File: config.mk
export PLATFORM = sky130hd
export DESIGN_NAME = prog_loader
export DESIGN_NICKNAME = d
export VERILOG_FILES = /design/src/rtl/prog_loader.sv
export SDC_FILE = /design/constraint.sdc
export NUM_CORES = 1
export LEC_CHECK = 0
export ABC_CLOCK_PERIOD_IN_PS = 8300
export BUFFER_PORTS_ARGS = -buffer_cell sky130_fd_sc_hd__buf_4
export CAP_MARGIN = 20
export CELL_PAD_IN_SITES_DETAIL_PLACEMENT = 1
export CELL_PAD_IN_SITES_GLOBAL_PLACEMENT = 1
export CORE_MARGIN = 2
export CORE_UTILIZATION = 51
export DETAILED_ROUTE_END_ITERATION = 8
export PLACE_DENSITY = 0.84
export SYNTH_ARGS = -nofsm -noshare
export SYNTH_HDL_FRONTEND = slang
export SYNTH_SLANG_ARGS = --single-unit
File: constraint.sdc
create_clock -name clk -period 8.3 [get_ports clk]
set_clock_uncertainty 0.2 [all_clocks]
set_input_delay 0.83 -clock clk [delete_from_list [all_inputs] [get_ports clk]]
set_output_delay 0.83 -clock clk [all_outputs]
set_load 0.1 [all_outputs]
File: src/rtl/prog_loader.sv
// ---------------------------------------------------------------------------
// prog_loader
//
// Boot-time program loader. Receives a framed program image over an 8N1 UART
// line, writes it word-by-word into the instruction memory write port and
// holds the core in reset until a complete, valid image has been accepted.
// Once loaded, the core is released and the UART line is ignored until rst.
//
// Frame: A5, LEN_L, LEN_H (word count N, little-endian), N*4 data bytes
// (each word little-endian), then a checksum byte when LOADER_CHECKSUM_EN
// is defined (8-bit sum of the data bytes). With LOADER_CHECKSUM_EN
// undefined the frame ends after the last data byte.
//
// Parameters:
//   CLKS_PER_BIT  clk cycles per UART bit (minimum 4)
//   IMEM_AW       instruction memory word-address width
//   TIMEOUT_CYC   maximum idle cycles between bytes inside a frame
//
// Ports:
//   clk         system clock
//   rst         asynchronous active-high reset
//   uart_rx     asynchronous serial input, idle high
//   imem_we     instruction memory write strobe, one cycle per word
//   imem_addr   word address of the current write
//   imem_wdata  word being written
//   core_rst    core reset, high until a load succeeds
//   load_done   sticky: image loaded and accepted
//   load_err    sticky error, cleared when the next magic byte is accepted
// ---------------------------------------------------------------------------
module prog_loader #(
  parameter int CLKS_PER_BIT = 868,
  parameter int IMEM_AW      = 12,
  parameter int TIMEOUT_CYC  = 1000000
) (
  input  logic               clk,
  input  logic               rst,
  input  logic               uart_rx,
  output logic               imem_we,
  output logic [IMEM_AW-1:0] imem_addr,
  output logic [31:0]        imem_wdata,
  output logic               core_rst,
  output logic               load_done,
  output logic               load_err
);

  localparam int               CNT_W     = $clog2(CLKS_PER_BIT);
  localparam logic [CNT_W-1:0] HALF_BIT  = CNT_W'(CLKS_PER_BIT / 2 - 1);
  localparam logic [CNT_W-1:0] FULL_BIT  = CNT_W'(CLKS_PER_BIT - 1);
  localparam int               TMO_W     = $clog2(TIMEOUT_CYC + 1);
  localparam logic [TMO_W-1:0] TMO_LAST  = TMO_W'(TIMEOUT_CYC - 1);
  localparam logic [16:0]      MAX_WORDS = 17'(64'd1 << IMEM_AW);
  localparam logic [7:0]       MAGIC     = 8'hA5;

  // -------------------------------------------------------------------------
  // RX front end
  // -------------------------------------------------------------------------
  typedef enum logic [1:0] {RX_IDLE, RX_START, RX_DATA, RX_STOP} rx_state_t;

  rx_state_t        rx_state, rx_state_nxt;
  logic [CNT_W-1:0] rx_cnt, rx_cnt_nxt;
  logic [2:0]       rx_bit, rx_bit_nxt;
  logic [7:0]       rx_shift, rx_shift_nxt;
  logic             rx_meta, rx_s, rx_prev;
  logic             byte_vld, frame_err;

  // Two-flop synchronizer plus one more stage for falling-edge detection.
  // Reset to the idle-high line level so reset release is not seen as a start.
  always_ff @(posedge clk or posedge rst) begin
    // NOTE: sequential logic uses non-blocking assignments so every flop
    // samples the values from before the edge, independent of block order.
    if (rst) begin
      rx_meta <= 1'b1;
      rx_s    <= 1'b1;
      rx_prev <= 1'b1;
    end else begin
      rx_meta <= uart_rx;
      rx_s    <= rx_meta;
      rx_prev <= rx_s;
    end
  end

  always_ff @(posedge clk or posedge rst) begin
    if (rst) begin
      rx_state <= RX_IDLE;
      rx_cnt   <= '0;
      rx_bit   <= '0;
      rx_shift <= '0;
    end else begin
      rx_state <= rx_state_nxt;
      rx_cnt   <= rx_cnt_nxt;
      rx_bit   <= rx_bit_nxt;
      rx_shift <= rx_shift_nxt;
    end
  end

  always_comb begin
    // NOTE: every signal driven here gets a default first, so no path through
    // the case leaves one unassigned and no latch is inferred.
    rx_state_nxt = rx_state;
    rx_cnt_nxt   = rx_cnt + 1'b1;
    rx_bit_nxt   = rx_bit;
    rx_shift_nxt = rx_shift;
    byte_vld     = 1'b0;
    frame_err    = 1'b0;
    case (rx_state)
      RX_IDLE: begin
        rx_cnt_nxt = '0;
        if (rx_prev && !rx_s) rx_state_nxt = RX_START;
      end
      RX_START: begin
        // A start bit that is high again at mid-bit was a glitch.
        if (rx_cnt == HALF_BIT) begin
          rx_cnt_nxt   = '0;
          rx_state_nxt = rx_s ? RX_IDLE : RX_DATA;
        end
      end
      RX_DATA: begin
        if (rx_cnt == FULL_BIT) begin
          rx_cnt_nxt   = '0;
          rx_shift_nxt = {rx_s, rx_shift[7:1]};  // LSB first
          rx_bit_nxt   = rx_bit + 1'b1;
          if (rx_bit == 3'd7) rx_state_nxt = RX_STOP;
        end
      end
      RX_STOP: begin
        if (rx_cnt == FULL_BIT) begin
          rx_cnt_nxt   = '0;
          rx_state_nxt = RX_IDLE;
          byte_vld     = rx_s;
          frame_err    = !rx_s;
        end
      end
      default: rx_state_nxt = RX_IDLE;
    endcase
  end

  // -------------------------------------------------------------------------
  // Frame FSM
  // -------------------------------------------------------------------------
  typedef enum logic [2:0] {
    S_IDLE,
    S_LEN0,
    S_LEN1,
    S_DATA,
`ifdef LOADER_CHECKSUM_EN
    S_CSUM,
`endif
    S_RUN
  } state_t;

`ifdef LOADER_CHECKSUM_EN
  localparam state_t S_AFTER_DATA = S_CSUM;
`else
  localparam state_t S_AFTER_DATA = S_RUN;
`endif

  state_t             state, state_nxt;
  logic [15:0]        len, len_nxt;
  logic [15:0]        word_cnt, word_cnt_nxt;
  logic [1:0]         byte_idx, byte_idx_nxt;
  logic [23:0]        word_buf, word_buf_nxt;
  logic [TMO_W-1:0]   tmo_cnt, tmo_nxt;
  logic               we_nxt, done_nxt, err_nxt;
  logic [IMEM_AW-1:0] addr_nxt;
  logic [31:0]        wdata_nxt;
  logic [15:0]        frame_len;
  logic               frame_active, timeout;
`ifdef LOADER_CHECKSUM_EN
  logic [7:0]         csum, csum_nxt;
`endif

  always_ff @(posedge clk or posedge rst) begin
    if (rst) begin
      state      <= S_IDLE;
      len        <= '0;
      word_cnt   <= '0;
      byte_idx   <= '0;
      word_buf   <= '0;
      tmo_cnt    <= '0;
      imem_we    <= 1'b0;
      imem_addr  <= '0;
      imem_wdata <= '0;
      load_done  <= 1'b0;
      load_err   <= 1'b0;
`ifdef LOADER_CHECKSUM_EN
      csum       <= '0;
`endif
    end else begin
      state      <= state_nxt;
      len        <= len_nxt;
      word_cnt   <= word_cnt_nxt;
      byte_idx   <= byte_idx_nxt;
      word_buf   <= word_buf_nxt;
      tmo_cnt    <= tmo_nxt;
      imem_we    <= we_nxt;
      imem_addr  <= addr_nxt;
      imem_wdata <= wdata_nxt;
      load_done  <= done_nxt;
      load_err   <= err_nxt;
`ifdef LOADER_CHECKSUM_EN
      csum       <= csum_nxt;
`endif
    end
  end

  // load_done is cleared asynchronously by rst, so core_rst follows at once.
  assign core_rst = ~load_done;

  always_comb begin
    state_nxt    = state;
    len_nxt      = len;
    word_cnt_nxt = word_cnt;
    byte_idx_nxt = byte_idx;
    word_buf_nxt = word_buf;
    we_nxt       = 1'b0;
    // The address advances the cycle after each write strobe.
    addr_nxt     = imem_addr + IMEM_AW'(imem_we);
    wdata_nxt    = imem_wdata;
    err_nxt      = load_err;
`ifdef LOADER_CHECKSUM_EN
    csum_nxt     = csum;
`endif
    frame_len    = {shift_byte(rx_shift), len[7:0]};
    frame_active = (state != S_IDLE) && (state != S_RUN);
    timeout      = frame_active && !byte_vld && (tmo_cnt == TMO_LAST);
    tmo_nxt      = (frame_active && !byte_vld) ? tmo_cnt + 1'b1 : '0;

    case (state)
      S_IDLE: begin
        if (byte_vld && rx_shift == MAGIC) begin
          state_nxt    = S_LEN0;
          err_nxt      = 1'b0;
          addr_nxt     = '0;
          word_cnt_nxt = '0;
          byte_idx_nxt = '0;
`ifdef LOADER_CHECKSUM_EN
          csum_nxt     = '0;
`endif
        end
      end
      S_LEN0: begin
        if (byte_vld) begin
          len_nxt[7:0] = rx_shift;
          state_nxt    = S_LEN1;
        end
      end
      S_LEN1: begin
        if (byte_vld) begin
          len_nxt = frame_len;
          if ({1'b0, frame_len} > MAX_WORDS) begin
            err_nxt   = 1'b1;
            state_nxt = S_IDLE;
          end else if (frame_len == 16'd0) begin
            state_nxt = S_AFTER_DATA;
          end else begin
            state_nxt = S_DATA;
          end
        end
      end
      S_DATA: begin
        if (byte_vld) begin
          byte_idx_nxt = byte_idx + 1'b1;
`ifdef LOADER_CHECKSUM_EN
          csum_nxt     = csum + rx_shift;
`endif
          case (byte_idx)
            2'd0: word_buf_nxt[7:0]   = rx_shift;
            2'd1: word_buf_nxt[15:8]  = rx_shift;
            2'd2: word_buf_nxt[23:16] = rx_shift;
            default: begin
              we_nxt       = 1'b1;
              wdata_nxt    = {rx_shift, word_buf};
              word_cnt_nxt = word_cnt + 16'd1;
              if (word_cnt + 16'd1 == len) state_nxt = S_AFTER_DATA;
            end
          endcase
        end
      end
`ifdef LOADER_CHECKSUM_EN
      S_CSUM: begin
        if (byte_vld) begin
          if (rx_shift == csum) begin
            state_nxt = S_RUN;
          end else begin
            err_nxt   = 1'b1;
            state_nxt = S_IDLE;
          end
        end
      end
`endif
      S_RUN:   state_nxt = S_RUN;
      default: state_nxt = S_IDLE;
    endcase

    // Line errors abort any frame in progress; written words stay in memory.
    if (frame_active && (frame_err || timeout)) begin
      err_nxt   = 1'b1;
      state_nxt = S_IDLE;
    end

    // RUN is terminal, so load_done is simply "next state is RUN".
    done_nxt = (state_nxt == S_RUN);
  end

  function automatic logic [7:0] shift_byte(input logic [7:0] b);
    return b;
  endfunction

endmodule

==> impl_results.md, run 1 <==
- Drt first pass iters: 4
- Fin crit share: 42.8%
- Sw Ratio: 22.0%
- Number of synthesized flops with an enable pin: 0
- WP buf/inv: 2
- Fin. max-slew vios: 0
- GRT Overall Usage: a little over a quarter
- Commonest non-fill, non-tap cells in the layout: dfrtp_1 (151), nand2_1 (131), nor2_1 (61), buf_4 (54), mux2_2 (50)
- Root Buffer: clkbuf_16
- Starting Density: between 50% and 60%
- PortBufs: 50
- Vias/cell: 5.80
- Peak supply drop: about 0.00022 V
- WHS: around 0.16 ns
- Delay-heaviest family, CP: simple AND/OR/NAND/NOR gates
- Synth Flop Type: dfrtp_1
- Slew headroom: approximately two fifths
- WL final: around 18 mm
- First-pass GRT wire length: 30.3 mm
- Vias: ~5400
- Max incr delay on CP: 0.65 ns
- Syn nets: 710
- CTS hold repair buffers: 0
- Worst path cell trace: ha_1 > and4bb_2 > and4_1 > nand3_2 > buf_4 > inv_2 > nor2_2 > o21ai_0 > o21ai_0
- Hold WC Path Type: reg -> reg
- Cells after Synth: about 700
- Clock slew at reported path FFs: 0.06 ns
- Insertion delay to the later sink of the worst-skew pair: 0.43 ns
- Fmax: roughly 280 MHz
- Post-layout minimum cycle time: 3.55 ns
- Synth warn: 0
- # nets final: ~750
- Num Clock Sinks: around 150
- Unique masters post-synth: 57
- Initial antenna violation count: 0
- Max-Cap Viols: 0
- Power per cell area: ~210 nW/µm²
- Crit path top cell by count: o21ai_0
- Die H: ~120 µm
- Actual slew at the worst max-slew pin: around 0.92 ns
- Synth Register Bits: around 150
- Crit-path max FO: 50
- Worst Path Required: ~8.4 ns
- Cell Area, Synth: 7190 µm²
- Cell Int Power: around 1.4 mW
- Drt initial violations: 260
- Fin. Hold Viols: 0
- Layout area overhead: 16.0%
- Setup repair bufs after CTS: 0
- Crit. End Element: register
- Post-Place Setup Slack: 4.82 ns
- Post-synthesis sequential area ratio: between 50% and 60%
- Most common cell after layout, fill and taps aside: dfrtp_1
- Core Region: about 14000 µm²
- Share of cells above drive strength 1: between 10% and 20%
- Seq pwr share: 45.7%
- Final worst slack: around 4.7 ns
- CTS tree: done
- Async SR Flop Fraction: 100%
- Setup CP Type: reg -> reg
- I/O pin count: 51
- DR WL/cell: ~20 µm
- Post-CTS sizing: 0
- Net Switching: roughly 380 µW
- Clock power frac: 50.4%
- Status: completed
- Final ANT Viol Nets: 0
- Setup TNS: 0 ns
- Die W: ~120 µm
- Syn Area/Cell: a little over 10 µm²
- Inserted Diodes: 0
- CTS Buf Count: 17
- DPL Wire Length: 11.6 mm
- Combinational share of power: under 10%
- H-tree Lvls: 4
- Drc violations: 0
- Vias in the first global route: between 5000 and 6000
- Critical Path Slowest Stage Cell: nor2_2
- Largest net degree at the start of global routing: 83
- Critical Path Start Type: register
- Max Root-Sink Buffers: 2
- Total global routing overflow: 0
- Standard-cell rows: between 40 and 50
- # fillers: 1457
- RSZ-0062 raised after global routing: no
- Final setup viols: 0
- Die area: about 15000 µm²
- Total chip power: 1.73 mW
- Leak Pwr: 4.16 nW
- GPL Wtd Cong: between 0.8 and 0.9
- Worst path arrival time: 3.69 ns
flip-flops by register name, indices dropped and copies added (netlist names), 2 cells and up, named ones only:
register and flops:
imem_wdata 32, word_cnt 16, word_buf 24, len 16, rx_shift 8, rx_bit 3
imem_addr 12, byte_idx 2, rx_cnt 10, state 3, tmo_cnt 20
power by group through the flow:
| stage | Clock (mW) | Combinational (mW) | Sequential, mW |
|---|---|---|---|
| after floorplan | 0 | 0.0477 | 0.799 |
| after global placement | 0 | 0.0612 | 0.801 |
| after detailed placement | 0 | 0.0660 | 0.805 |
| after CTS | 0.884 | 0.0682 | 0.792 |
| after global routing | 0.911 | 0.0764 | 0.796 |
| final | 0.874 | 0.0665 | 0.793 |
path summary, 6_finish.rpt:
path,end,slack [ns],from,cells after the start
max,word_cnt[11],4.75,rx_cnt[0],9
min,rx_s,0.16,rx_meta,0
max reg2reg,word_cnt[11],4.75,rx_cnt[0],9
min reg2reg,rx_s,0.16,rx_meta,0
max in group asynchronous,len[15],6.19,rst,3
min in group asynchronous,rx_cnt[8],0.34,rst,2
cell usage after synthesis (all sizes together) (5+ instances only):
library cell	instances	area [µm²]
nand2	131	492
and4	6	52.6
nor4	5	46.3
a31oi	6	37.5
nand4	15	93.8
inv	15	56.3
xnor2	26	228
xor2	33	289
buf	5	28.8
nand3	28	140
mux2	50	563
o21ai	24	120
o31ai	8	60.1
ha	12	150
and3	14	87.6
nor2	62	235
and2	7	43.8
clkbuf	30	113
nor3	10	55.1
dfrtp	151	3780
a21oi	10	50.1
layer usage:
metal	track usage (%)	vias to the layer above	part of all wire, %
li1	-	2451	-
met1	33.2	2756	43
met2	44.4	113	51
met3	4.83	42	3.0
met4	11.8	0	3.1
met5	0	-	0
worst register-to-register path: cells and delay by family, from the launching register on:
kind | cells | cell delay (ns)
AO/OA/AOI/OAI | 2 | 0.32
adder cells (fa/ha/maj) | 1 | 0.27
buffers and inverters | 2 | 0.95
flip-flops | 1 | 0.43
AND/OR/NAND/NOR | 4 | 1.28
final cells by class:
cell class / count / area, µm² / area share (%)
sequential: 154 / 3860 / 46.2
multi-input combinational: 491 / 3140 / 37.7
clock buffer: 19 / 433 / 5.19
timing repair buffer: 54 / 405 / 4.86
tap: 180 / 225 / 2.70
clock inverter: 12 / 220 / 2.64
inverter: 15 / 61.3 / 0.735
metrics by stage:
| stage | utilization (%) | area, µm² | cells |
|---|---|---|---|
| after CTS | 60.4 | 8350 | 925 |
| after global routing | 60.4 | 8350 | 925 |
| after floorplan | - | 7190 | 695 |
| final | 60.4 | 8350 | 925 |
| after detailed placement | 55.6 | 7690 | 894 |
| after global placement | 55.6 | 7690 | 894 |
cells by family (layout without fill, tap and decap cells):
family | Yosys count | count (layout) | share of synthesized area, %
compound gates | 68 | 68 | 6.04
fa+ha+maj | 12 | 12 | 2.09
mux | 51 | 51 | 7.97
simple gates | 300 | 300 | 20.1
buf+inv | 50 | 100 | 2.75
flops | 154 | 154 | 53.6
xor+xnor | 60 | 60 | 7.50
Power figures use the tool's default switching activity.
==> run 2: changes to the inputs <==
- ABC_AREA: unset -> 1
- ABC_CLOCK_PERIOD_IN_PS: 8300 -> 3100
- CORE_UTILIZATION: 51 -> 41
- PLACE_DENSITY: 0.84 -> 0.75
- clock period: 8.3 -> 3.1 ns (I/O delays scaled with it)
==> run 2 against run 1 <==
Register-to-register slack worse by 4.2 ns. Synthesized cell count is 25% higher. Clock power is 140% higher. Fmax is 41% higher. Combinational power grew to 3.2 times the previous value. Critical path type unchanged.
==> impl_results.md, run 2 <==
- Status: completed
- Synth Area in XOR/XNOR: 2.02% (-5.5 points)
- Largest net degree at the start of global routing: 155 (+87%)
- Net Switching: 1.10 mW (+190%)
- Share of synthesized area spent on multiplexers: 0.310% (-7.7 points)
- Leak Pwr: 3.98 nW (-4.3%)
- Total global routing overflow: 0 (unchanged)
- Seq pwr share: 47.7% (+2.0 points)
- Clock power frac: 47.5% (-2.9 points)
- Final setup viols: 0 (unchanged)
- Actual slew at the worst max-slew pin: 0.881 ns (-0.0401 ns)
- Crit-path max FO: 51 (+2.0%)
- Setup repair bufs after CTS: 0 (unchanged)
- FF-to-FF End: imem_wdata[30]
- Largest Register: imem_wdata
- Sw Ratio: 25.2% (+3.2 points)
- Hold WC Path Type: reg -> reg
- Fin. Hold Viols: 0 (unchanged)
- Reg2Reg Depth: 11 (+2)
- Crit. End Element: register
- Worst r2r src: rx_cnt[0]
- M2 GR Usage: 36.1% (-8.4 points)
- Synth warn: 0 (unchanged)
- Total chip power: 4.36 mW (+150%)
- Drt initial violations: 237 (-8.8%)
- Global route hottest layer: met2
- Syn Area/Cell: 8.35 µm² (-19%)
- Async SR Flop Fraction: 100% (unchanged)
- Insertion delay to the later sink of the worst-skew pair: 0.43 ns (about the same)
- Post-CTS sizing: 0 (unchanged)
- Commonest cells post-synth: nand2_1 (259), dfrtp_1 (151), inv_1 (85)
- Max Root-Sink Buffers: 2 (unchanged)
- Clock slew at reported path FFs: 0.07 ns (about the same)
- Vias: 6000 (+12%)
- CTS tree: done
- Final worst slack: 0.578 ns (-4.17 ns)
- Post-synthesis sequential area ratio: 53.2% (-0.45 points)
- Final ANT Viol Nets: 0 (unchanged)
- Commonest non-fill, non-tap cells in the layout: nand2_1 (259), dfrtp_1 (151), inv_1 (84), nor2_1 (78), nand3_1 (58)
- Root Buffer: clkbuf_16
- I/O pin count: 51 (unchanged)
- Critical Path Start Type: register
- Core Region: 17300 µm² (+25%)
- Largest registers: imem_wdata (32), word_buf (24), tmo_cnt (20)
- Layout area overhead: 16.7%
- Post-layout minimum cycle time: 2.52 ns (-1.03 ns)
- Cells after Synth: 869 (+25%)
- Combinational share of power: 4.8% (+1.0 points)
- Worst Path Required: 3.19 ns (-5.24 ns)
- WL final: 18.6 mm (+0.92%)
- Fin crit share: 81.4% (+39 points)
- Synth Flop Type: dfrtp_1
- Worst path arrival time: 2.61 ns (-1.08 ns)
- Die H: 137 µm (+12%)
- Setup CP Type: reg -> reg
- Post-Place Setup Slack: 0.576 ns (-4.24 ns)
- Max reg flops: 32 (unchanged)
- DPL Wire Length: 12.9 mm (+11%)
- Standard-cell rows: 48 (+12%)
- Starting Density: 41.9% (-10 points)
- Largest family of logic cells by synthesized area: simple AND/OR/NAND/NOR gates
- RSZ-0062 raised after global routing: no
- Die W: 137 µm (+12%)
- Cell Area, Synth: 7260 µm² (+0.85%)
- Drt first pass iters: 5 (+1)
- Vias/cell: 5.15 (-11%)
- DR WL/cell: 16.0 µm (-20%)
- Adder-Cell Fraction of Synth Area: 2.07% (-0.018 points)
- Inserted Diodes: 0 (unchanged)
- Power per cell area: 515 nW/µm² (+150%)
- Setup TNS: 0 ns (unchanged)
- Peak supply drop: 0.000399 V (+82%)
- Drc violations: 0 (unchanged)
- Worst setup path start: rx_cnt[0]
- Hold Path End: rx_s
- Hold depth: 0 (unchanged)
- Most common cell after layout, fill and taps aside: nand2_1
- Unique masters post-synth: 40 (-30%)
- Flop-to-flop setup slack: 0.58 ns (-4.17 ns)
- Most common cell in the netlist: nand2_1
- Num Clock Sinks: 154 (unchanged)
- Share of cells above drive strength 1: 13.5% (-6.1 points)
- Vias in the first global route: 6297 (+9.1%)
- Synth top area share: 52.1% (-0.44 points)
- Syn nets: 884 (+25%)
- Fin. max-slew vios: 0 (unchanged)
- PortBufs: 50 (unchanged)
- Hold Crit Start: rx_meta
- Synth Register Bits: 154 (unchanged)
- Initial antenna violation count: 0 (unchanged)
- Number of synthesized flops with an enable pin: 0 (unchanged)
- Simple-Gate Fraction of Synth Area: 27.9% (+7.8 points)
- Slew headroom: 41.3% (+2.7 points)
- Max-Cap Viols: 0 (unchanged)
- GRT Overall Usage: 21.3% (-5.1 points)
- CTS hold repair buffers: 2 (+2)
- First-pass GRT wire length: 31.3 mm (+3.3%)
- CTS Buf Count: 17 (unchanged)
- Met1 usage: 27.2% (-6.0 points)
- H-tree Lvls: 4 (unchanged)
- Yosys top cell by area: dfrtp_1
- Fmax: 396 MHz (+41%)
- GRT met3 Usage: 4.56% (-0.28 points)
- Post-synthesis compound-gate area fraction: 8.31% (+2.3 points)
- Cell Int Power: 3.26 mW (+140%)
- # nets final: 943 (+26%)
- Die area: 18800 µm² (+25%)
- Top cells by area, synth: dfrtp_1 (52%), nand2_1 (13%), inv_1 (4.4%)
- GPL Wtd Cong: 0.816 (-0.21%)
-- run 2: cell types whose count changed in the layout (fill, tap and decap cells not counted), sizes merged, moves of 27 or more --
cell / before / now
nor2: 62 / 89
inv: 17 / 102
mux2: 50 / 2
nand2: 131 / 266
o21ai: 24 / 75
nand3: 28 / 60
-- run 2: routing by layer --
metal,vias to the layer above,routed length [µm],share of wire (%)
li1,2945,-,-
met1,2938,8370,45
met2,97,9280,50
met3,20,641,3.4
met4,0,346,1.9
met5,-,0,0
-- run 2: worst max-delay path by stage --
stage / endpoint / slack, ns
after floorplan: imem_addr[11] / 0.52
after global placement: load_err / 0.71
after global routing: word_cnt[10] / 0.35
after detailed placement: imem_wdata[30] / 0.58
after CTS: word_cnt[2] / 0.54
final: imem_wdata[30] / 0.58
-- run 2: through the flow --
| stage | std cells | area [µm²] | utilization, % | hold slack (ns) |
|---|---|---|---|---|
| 6_report | 1166 | 8470 | 49.0 | 0.156 |
| 5_1_grt | 1166 | 8470 | 49.0 | 0.155 |
| 3_5_place_dp | 1132 | 7860 | 45.5 | 0.148 |
| 3_3_place_gp | 1132 | 7860 | 45.5 | 0.149 |
| 2_1_floorplan | 869 | 7260 | - | 0.114 |
| 4_1_cts | 1166 | 8470 | 49.0 | 0.155 |
-- run 2: area by class of cell --
class | instances | area (µm²)
clock inverters | 14 | 148
repair buffers | 56 | 438
multi-input cells | 604 | 2950
clock buffers | 18 | 439
flip-flops and latches | 154 | 3860
well taps | 225 | 282
inverters | 95 | 360
fillers | 2067 | 8830
-- run 2: worst max-delay path, stage by stage (launching register included) --
cell and delay (ns):
dfrtp_1 0.40, ha_1 0.23, nand3_1 0.10, nor2_2 0.14, nand3_2 0.14, nor2_8 0.20, nand2_2 0.12, nor2_4 0.22
inv_2 0.07, buf_4 0.31, nand2_1 0.14, o21ai_1 0.07
-- run 2: power groups by stage --
stage | sequential, mW | clock (mW) | combinational, mW
final | 2.08 | 2.07 | 0.210
after global routing | 2.09 | 2.19 | 0.255
after CTS | 2.08 | 2.11 | 0.219
after detailed placement | 2.12 | 0 | 0.213
after global placement | 2.12 | 0 | 0.210
after floorplan | 2.11 | 0 | 0.159
-- run 2: cell families after synthesis --
family	Yosys count
AOI/OAI and AO/OA	113
xor gates and xnor gates	15
and+or+nand+nor	462
adders and majority gates	12
DFF	154
buffers and inverters	111
muxes	2
==> run 3: changes to the inputs <==
- ABC_CLOCK_PERIOD_IN_PS: 3100 -> 2200
- clock period: 3.1 -> 2.2 ns (I/O delays scaled with it)
==> run 3 against run 2 <==
Fmax grew 16%. Sequential share of layout area decreased by 3.9 points. Power is 45% higher. Highest routed layer unchanged. Via count grew 5.0%. Largest power group is now clock. Sequential power up 40%. First-iteration DRC count increased by 12%. Critical endpoint is now state[2]. Final cell count grew 5.1%. Combinational power rose by 87%. Worst setup slack got worse by 0.56 ns. Flip-flop and latch count unchanged.
==> impl_results.md, run 3 (synthesis gave the netlist of run 2 again) <==
- Status: completed
- I/O pin count: 51 (unchanged)
- Final setup viols: 0 (unchanged)
- Clock power frac: 47.6% (about the same)
- Max reg flops: 32 (unchanged)
- Placed Cells: 1163 (+2.7%)
- Largest registers: imem_wdata (32), word_buf (24), tmo_cnt (20)
- Initial antenna violation count: 0 (unchanged)
- GRT Overall Usage: 22.1% (+0.77 points)
- DR WL/cell: 16.7 µm (+4.6%)
- H-tree Lvls: 4 (unchanged)
- Final ANT Viol Nets: 0 (unchanged)
- Fin cells: 1225 (+5.1%)
- Root Buffer: clkbuf_16
- Seq pwr share: 46.2% (-1.5 points)
- Worst r2r src: word_cnt[1]
- Largest Register: imem_wdata
- Worst Path Required: 2.35 ns (-0.84 ns)
- RSZ-0062 raised after global routing: yes
- Fmax: 458 MHz (+16%)
- Core Region: 17300 µm² (unchanged)
- Inserted Diodes: 0 (unchanged)
- CTS tree: done
- Vias: 6299 (+5.0%)
- Setup CP Type: reg -> reg
- Worst setup path start: word_cnt[1]
- Num Clock Sinks: 154 (unchanged)
- Critical Path Sink: state[2]
- Clock slew at reported path FFs: 0.06 ns (about the same)
- Critical Path Start Type: register
- Total global routing overflow: 0 (unchanged)
- Drc violations: 0 (unchanged)
- Sw Ratio: 24.7% (-0.50 points)
- Standard-cell rows: 48 (unchanged)
- Drt first pass iters: 5 (unchanged)
- Crit. End Element: register
- Crit-path max FO: 6 (-88%)
- Reg2Reg Depth: 11 (unchanged)
- Die H: 137 µm (unchanged)
- Share of cells above drive strength 1: 23.4% (+9.9 points)
- Final worst slack: 0.0175 ns (-0.560 ns)
- Fin crit share: 99.2% (+18 points)
- Drt initial violations: 266 (+12%)
- FF-to-FF End: state[2]
- Slew headroom: 64.0% (+23 points)
- Post-layout minimum cycle time: 2.18 ns (-0.340 ns)
- Commonest non-fill, non-tap cells in the layout: nand2_1 (247), dfrtp_1 (145), buf_4 (100), inv_1 (82), nor2_1 (68)
- Cell Int Power: 4.75 mW (+46%)
- Fin. max-slew vios: 0 (unchanged)
- Worst path arrival time: 2.33 ns (-0.28 ns)
- Most common cell after layout, fill and taps aside: nand2_1
- Vias in the first global route: 6513 (+3.4%)
- Combinational share of power: 6.2% (+1.4 points)
- Final core occ: 53.7% (+4.7 points)
- Layout area overhead: 27.9%
- Net Switching: 1.56 mW (+42%)
- Power per cell area: 679 nW/µm² (+32%)
- Max-Cap Viols: 0 (unchanged)
- Hold WC Path Type: reg -> reg
- DPL Wire Length: 13.7 mm (+6.5%)
- Leak Pwr: 4.35 nW (+9.4%)
- First-pass GRT wire length: 32.2 mm (+3.1%)
- Insertion delay to the later sink of the worst-skew pair: 0.43 ns (about the same)
- Die area: 18800 µm² (unchanged)
- WL final: 20.5 mm (+9.9%)
- GPL Wtd Cong: 0.823 (+0.83%)
- Max Root-Sink Buffers: 2 (unchanged)
- Flop-to-flop setup slack: 0.02 ns (-0.56 ns)
- PortBufs: 50 (unchanged)
- # nets final: 1002 (+6.3%)
- Peak supply drop: 0.000556 V (+39%)
- CTS Buf Count: 17 (unchanged)
- Largest net degree at the start of global routing: 45 (-71%)
- Fin. Hold Viols: 0 (unchanged)
- Actual slew at the worst max-slew pin: 0.539 ns (-0.342 ns)
- Starting Density: 41.9% (unchanged)
- Vias/cell: 5.14 (about the same)
- Post-Place Setup Slack: -0.0755 ns (-0.651 ns)
- Die W: 137 µm (unchanged)
## run 3: changes by cell type in the layout (fill, tap and decap cells not counted), moves of 5 or more
cell     previous run  this run
nand3_2             2         9
buf_6               0         5
nor2_1             78        68
buf_4              53       100
dfrtp_2             0         6
buf_12              1         7
nand3_1            58        48
nor2_4              4        10
dfrtp_1           151       145
nand2_1           259       247
nand2_2             7        15
## run 3: power by group through the flow
stage	registers [mW]	logic [mW]	clock network (mW)
after floorplan	2.97	0.224	0
after global placement	2.96	0.367	0
after detailed placement	2.97	0.374	0
after CTS	2.91	0.380	3.06
after global routing	2.92	0.469	3.17
final	2.91	0.393	3.00
## run 3: metal layers
layer / vias up / GRT usage [%] / share of wire (%) / wire [µm]
met2: 93 / 37.6 / 50 / 10200
met1: 3099 / 28.2 / 45 / 9110
met3: 39 / 4.19 / 3.0 / 624
li1: 3068 / - / - / -
met5: - / 0 / 0 / 0
met4: 0 / 7.50 / 2.4 / 484
## run 3: worst min-delay path by stage
stage | startpoint | to | slack, ns | cells past startpoint
2_1_floorplan | uart_rx | rx_meta | 0.02 | 0
3_3_place_gp | rst | tmo_cnt[2] | 0.1 | 2
3_5_place_dp | rst | tmo_cnt[2] | 0.10 | 2
4_1_cts | rx_meta | rx_s | 0.16 | 0
5_1_grt | rx_meta | rx_s | 0.16 | 0
6_report | rx_meta | rx_s | 0.16 | 0
## run 3: critical path, cell delays in order, from the launching register on
cell and delay, ns:
dfrtp_1 0.45, buf_6 0.13, nand2_2 0.06, nor2_4 0.26, nand3_1 0.18, nand3_1 0.12, nand2_1 0.06, nor2_1 0.08
nand2_1 0.09, nor2_4 0.15, nand4_1 0.14, a21oi_1 0.18
## run 3: final cells by class
type,instances,area (µm²)
flip-flops and latches,154,3860
inverters,95,365
repair buffers,115,992
clock buffers,19,443
clock inverters,13,154
multi-input cells,604,3180
well taps,225,282
fillers,2071,8010
## run 3: what timing repair did
item | 4_1_cts | 5_1_grt
pin swaps | 0 | 28
setup buffers | 0 | 27
hold buffers | 2 | 0
setup endpoints to repair | 5 | 59
cloned | 0 | 1
endpoints found under the hold margin | 16 | 0
gates resized for setup | 3 | 63
## run 3: per-stage QoR
step / area, µm² / TNS, ns / power, mW / hold slack, ns
final: 9280 / 0 / 6.31 / 0.157
after global routing: 9280 / -1.27 / 6.55 / 0.164
after CTS: 8810 / 0 / 6.35 / 0.158
after detailed placement: 8180 / -0.218 / 3.34 / 0.102
after global placement: 8180 / -0.00442 / 3.33 / 0.0977
after floorplan: 7280 / -25.47 / 3.20 / 0.0245
